**src/rtl/ps4_req_agent.sv**
```systemverilog
// Requester-side agent for a 4-input fixed-priority selector.
// It keeps a pending-transaction count for each channel and drives req[i] while that count is nonzero.
// It retires one transaction per cycle on a valid grant.
// It flags starvation, dropped pushes (overflow) and protocol errors on the grant bus.
module ps4_req_agent #(
    parameter int unsigned DEPTH        = 7,
    parameter int unsigned CNT_W        = 3,
    parameter int unsigned STARVE_LIMIT = 15,
    parameter int unsigned WAIT_W       = 4
) (
    input  logic                 clock,
    input  logic                 reset_n,
    input  logic [3:0]           push,
    input  logic                 halt,
    input  logic [3:0]           gnt,
    output logic [3:0]           req,
    output logic                 en,
    output logic [4*CNT_W-1:0]   pend,
    output logic [3:0]           served,
    output logic [3:0]           starve,
    output logic [3:0]           ovf,
    output logic                 perr
);

    localparam int unsigned NCH = 4;

    logic [CNT_W-1:0]  cnt_q  [NCH];
    logic [CNT_W-1:0]  cnt_d  [NCH];
    logic [WAIT_W-1:0] wait_q [NCH];
    logic [WAIT_W-1:0] wait_d [NCH];
    logic [3:0]        vg_c;
    logic [3:0]        acc_c;
    logic [3:0]        drop_c;
    logic              perr_c;

    // Request and pending-count views of the per-channel counters
    always_comb begin
        req  = '0;
        pend = '0;
        for (int i = 0; i < NCH; i++) begin
            req[i]                    = (cnt_q[i] != '0);
            pend[i*CNT_W +: CNT_W]    = cnt_q[i];
        end
    end

    // Selector enable tracks halt directly
    always_comb en = ~halt;

    // Grant qualification, count update, overflow and protocol-error detection
    always_comb begin
        vg_c   = gnt & req & {4{en}};
        acc_c  = '0;
        drop_c = '0;
        for (int i = 0; i < NCH; i++) begin
            cnt_d[i] = cnt_q[i];
            // A push at full survives only when a grant frees a slot on the same edge
            acc_c[i]  = push[i] & (((CNT_W+1)'(cnt_q[i]) < (CNT_W+1)'(DEPTH)) | vg_c[i]);
            drop_c[i] = push[i] & ~acc_c[i];
            cnt_d[i]  = CNT_W'((CNT_W+1)'(cnt_q[i]) + (CNT_W+1)'(acc_c[i])
                               - (CNT_W+1)'(vg_c[i]));
        end
        perr_c = ((gnt & (gnt - 4'd1)) != 4'd0)
               | ((gnt & ~req) != 4'd0)
               | ((|gnt) & ~en);
    end

    // Wait counters: clear on service or idle, freeze under halt, saturate at the limit
    always_comb begin
        for (int i = 0; i < NCH; i++) begin
            wait_d[i] = wait_q[i];
            if (vg_c[i] || !req[i]) begin
                wait_d[i] = '0;
            end else if (halt) begin
                wait_d[i] = wait_q[i];
            end else if (req[i] && en && !gnt[i] &&
                         (wait_q[i] != WAIT_W'(STARVE_LIMIT))) begin
                wait_d[i] = wait_q[i] + WAIT_W'(1);
            end
        end
    end

    // State and registered status outputs; reset discards all pending work
    always_ff @(posedge clock or negedge reset_n) begin
        if (!reset_n) begin
            for (int i = 0; i < NCH; i++) begin
                cnt_q[i]  <= '0;
                wait_q[i] <= '0;
            end
            served <= '0;
            starve <= '0;
            ovf    <= '0;
            perr   <= 1'b0;
        end else begin
            for (int i = 0; i < NCH; i++) begin
                cnt_q[i]  <= cnt_d[i];
                wait_q[i] <= wait_d[i];
                starve[i] <= (wait_d[i] == WAIT_W'(STARVE_LIMIT));
            end
            served <= vg_c;
            ovf    <= ovf | drop_c;
            perr   <= perr | perr_c;
        end
    end

endmodule

```
**config.mk**
```make
export PLATFORM = sky130hd
export DESIGN_NAME = ps4_req_agent
export DESIGN_NICKNAME = d
export VERILOG_FILES = /design/src/rtl/ps4_req_agent.sv
export SDC_FILE = /design/constraint.sdc
export NUM_CORES = 1
export LEC_CHECK = 0
export CAP_MARGIN = 20
export CORE_MARGIN = 3
export CORE_UTILIZATION = 52
export DETAILED_ROUTE_END_ITERATION = 6
export MAX_ROUTING_LAYER = met4
export PLACE_DENSITY = 0.81
export SLEW_MARGIN = 20
export SYNTH_ARGS = -nofsm -noshare
export SYNTH_HDL_FRONTEND = slang
export SYNTH_SLANG_ARGS = --single-unit
```
**constraint.sdc**
```tcl
create_clock -name clock -period 2.2 [get_ports clock]
set_input_delay 0.44 -clock clock [delete_from_list [all_inputs] [get_ports clock]]
set_output_delay 0.44 -clock clock [all_outputs]
set_load 0.05 [all_outputs]
```
# == Word-level counts from Yosys, hierarchy flattened ==
# Index checks and enable logic that the tools add are counted.
# totals
ff_bits,41
input_bits,11
output_inout_bits,30
wordCells,107
# op_classes
add_sub_neg,13
magnitude_cmp,4
n_eq_ne,8
muxes,12
bitwise,27
reduce_logical,31
# op_table
op,count
4-bit 2-to-1 mux,12
"4-bit by 1-bit adder with 4-bit output, second input constant",4
4-bit AND,4
"4-bit == test, second input constant",4
"4-bit inequality test, second input constant",4
3-bit by 1-bit adder with 3-bit output,4
1-bit logical AND,12
"3-bit < comparator, second input constant",4
3-bit nonzero test,4
3-bit by 1-bit subtractor with 3-bit output,4
1-bit AND,9
1-bit zero test,8
4-bit nonzero test,2
1-bit OR,7
1-bit inverter,5
1-bit logical OR,4
4-bit inverter,1
4-bit OR,1
4-bit OR reduction,1
"4-bit by 1-bit subtractor with 4-bit output, second input constant",1

# == Depth between registers and ports, before layout ==
# depth
ltp_word,8
mapped_depth,11
depth_no_buf,10

# == Worst setup path before layout ==
# No wires, ideal clock.
# synth_path
kind,register to register
startpoint,"register cnt_q, in the netlist pend[4]"
endpoint,"register cnt_q, in the netlist pend[5]"
setup_time_ns,0.122
arrival_ns,2.082
required_time_ns,2.078
setup_slack_ns,-0.003
path_stages_with_launch,10
n_path_buf,0
synth_period_minus_slack_ns,2.203
cell_sequence,dfrtp_1 > ha_1 > nand3_1 > nand2_1 > ha_1 > inv_1 > ha_1 > inv_1 > fa_1 > xor2_1
# synth_rtl
element,line_no,text
"start, declared",27,logic [CNT_W-1:0] cnt_q [NCH];
"start signal, assigned by index",95,cnt_q[i] <= cnt_d[i];

==> metrics.txt <==
status=finished clean; number of distinct library cells after synthesis=between 40 and 50; Worst Setup SP=pend[0]; TritonCTS Buffers=5; max_cap viols=0; critical path type=reg -> reg; final core occ=0.730; slowest CP cell=dfrtp_1; Adder-Cell Fraction of Synth Area=0.126; Worst-Margin Slew=0.618 ns; Post-Syn Instances=202; main combinational cell family by area after synthesis=simple AND/OR/NAND/NOR gates; number of nets still failing antenna checks after routing=0; P&R area growth vs syn=33.3%; First DRT Iteration DRCs=73; worst vdd ir=980 uV; CP cell instances=nor3_4, nor2_1, ha_1, inv_1, ha_1, inv_1, fa_1, xor2_1; # DRC=0; final period utilization=0.947; pre-CTS WS=-0.427 ns; gpl congestion=0.794; PortBufs=40; most common flop cell mapped by yosys=dfrtp_1; initial antenna violation count=0; Async S/R FF share, synth=1.00; Buf/Inv on CP=2; first-pass GRT wire length=7890 um; GR Overflow Total=0; post-synth net total=233; pin count of the biggest net entering global routing=28; vias per cell=5.42; clock buffer depth=2; Worst R2R Start=pend[0]; final hold violations=0; Post-Route Skew=0.00646 ns; drt total wl=4760 um; dpl cell area=0.00279 mm2; die area=0.00509 mm2; yosys warns=0; CTS tree=yes; layout cells sized above 1=0.223; critical path's largest stage delay=0.47 ns; Clock Latency Late Sink=0.30 ns; hold_ws=0.147 ns; mux cell area share after synthesis=0.0225; leak pwr=around 1.4 nW; Max H-tree Level=2; Synth Area in Compound Gates=0.127; worst path required time=2.39 ns; unrepaired setup endpoints after global routing=no; post-synthesis simple-gate area fraction=0.180; relative slew slack=0.588; EDFF count, synth=0; Die W=71.4 um; boundary pin count=41; setup slack after layout=0.117 ns; via count=1729; power per cell area=1330 mW/mm2; Max Slew Vio Count=0; Tmin final=2.08 ns; vias in the first global route=about 1700; fin area=0.00296 mm2; Clock Sinks=around 40; Synth Register Bits=41; sum of negative setup slack=0 ns; Final setup viols=0; Final nets=around 300; class of the worst hold path=in -> async; clock root buffer=clkbuf_8; crit-path leading delay family=adder cells; crit path launch type=flip-flop; Mapped Area=0.00222 mm2; Placeable Area=slightly above 0.004 mm2; sequential area share after synthesis=0.462; Core Rows=23; Initial Util=0.548; xor and xnor area share after synthesis=0.0315; Worst Path Max Fanout=5; total track usage=0.207; Detail Placement HPWL=3500 um; ant diodes=0; Pre-antenna DRT Iters=4; CP endpoint kind=flip-flop; Die H=71.4 um; WP data arrival=approximately 2.3 ns; clk slew on worst S/H paths=0.08 ns; syn_area_per_cell=11.0 um2; fmax=just under 0.5 GHz; wire length per cell=~15 um; r2r setup slk=0.12 ns
cells in the final DEF, fill, tap and decap left out, types with 2 or more instances in the layout:
master,count
o21bai_1,3
a311oi_2,3
nand2_1,21
mux2i_1,5
nand2b_1,2
xor2_1,7
inv_1,17
nand4_1,3
nor2_1,13
a21oi_1,10
a41oi_1,2
o221a_2,2
nand3_1,8
nor3b_1,3
dfrtp_1,40
fa_1,4
nor2b_1,4
a41o_1,3
nor3_2,3
buf_4,26
clkbuf_8,5
bufinv_16,2
nor3_4,2
clkdlybuf4s50_1,33
and3_1,4
a211oi_1,2
nand2_2,4
ha_1,16
path summary, 6_finish.rpt:
path                                    to  cells after the start
min in group clock                  ovf[2]                      1
max in group asynchronous       wait_q[13]                      2
worst min register to register      ovf[2]                      1
worst max register to register     pend[2]                      8
worst max-delay path               pend[2]                      8
worst min-delay path             wait_q[5]                      1
cell type report:
class | instances | area (um2)
Multi-Input combinational cell | 138 | 1090
Clock inverter | 3 | 65.1
Timing Repair Buffer | 63 | 572
Fill cell | 288 | 1090
Tap cell | 50 | 62.6
Sequential cell | 41 | 1030
Inverter | 19 | 73.8
Clock buffer | 5 | 68.8
cell usage after synthesis, types with 4 or more instances:
cell type / number / area, um2
nor2b_1: 4 / 25.0
nand2_1: 25 / 93.8
ha_1: 16 / 200
mux2i_1: 5 / 50.1
a21oi_1: 10 / 50.1
xor2_1: 7 / 61.3
and3_1: 4 / 25.0
dfrtp_1: 41 / 1030
fa_1: 4 / 80.1
nor2_1: 13 / 48.8
inv_1: 18 / 67.6
nand3_1: 8 / 40.0
sequential cells by signal, summed over array words and instances (netlist names):
signal and flops:
ovf 4, pend 12, perr 1, served 4
starve 4, wait_q 16
cells by family after synthesis:
group / after synthesis
AO/OA/AOI/OAI: 33
XOR/XNOR: 8
adder cells (fa/ha/maj): 20
buffers and inverters: 23
flip-flops: 41
multiplexers: 5
AND/OR/NAND/NOR: 72
report_power, final:
part | internal [mW] | switching [mW]
Sequential | 0.986 | 0.284
Combinational | 0.736 | 1.21
Clock | 0.451 | 0.270
Total | 2.17 | 1.77
routing by layer:
metal | GRT usage | vias up | part of all wire
li1 | - | 841 | -
met1 | 0.243 | 836 | 0.43
met2 | 0.335 | 40 | 0.50
met3 | 0.0519 | 12 | 0.038
met4 | 0.0960 | 0 | 0.029
met5 | - | - | 0
worst reg2reg max path: stages (launching register included):
cell     delay [ns]
dfrtp_1        0.47
nor3_4         0.30
nor2_1         0.13
ha_1           0.30
inv_1          0.06
ha_1           0.13
inv_1          0.05
fa_1           0.37
xor2_1         0.17
metrics by stage:
stage | power (mW) | std cells
after global placement | 3.16 | 308
after detailed placement | 3.23 | 308
after CTS | 3.97 | 317
after global routing | 4.18 | 319
final | 3.94 | 319
after floorplan | 2.56 | 202
what timing repair did:
| item | CTS | global route |
|---|---|---|
| hold endpoints to repair | 0 | 0 |
| setup buffers | 1 | 2 |
| hold buffers | 0 | 0 |
| pin swaps | 0 | 1 |
| setup endpoints to repair | 9 | 8 |
| resized for setup | 2 | 6 |
Power figures use the tool's default switching activity.
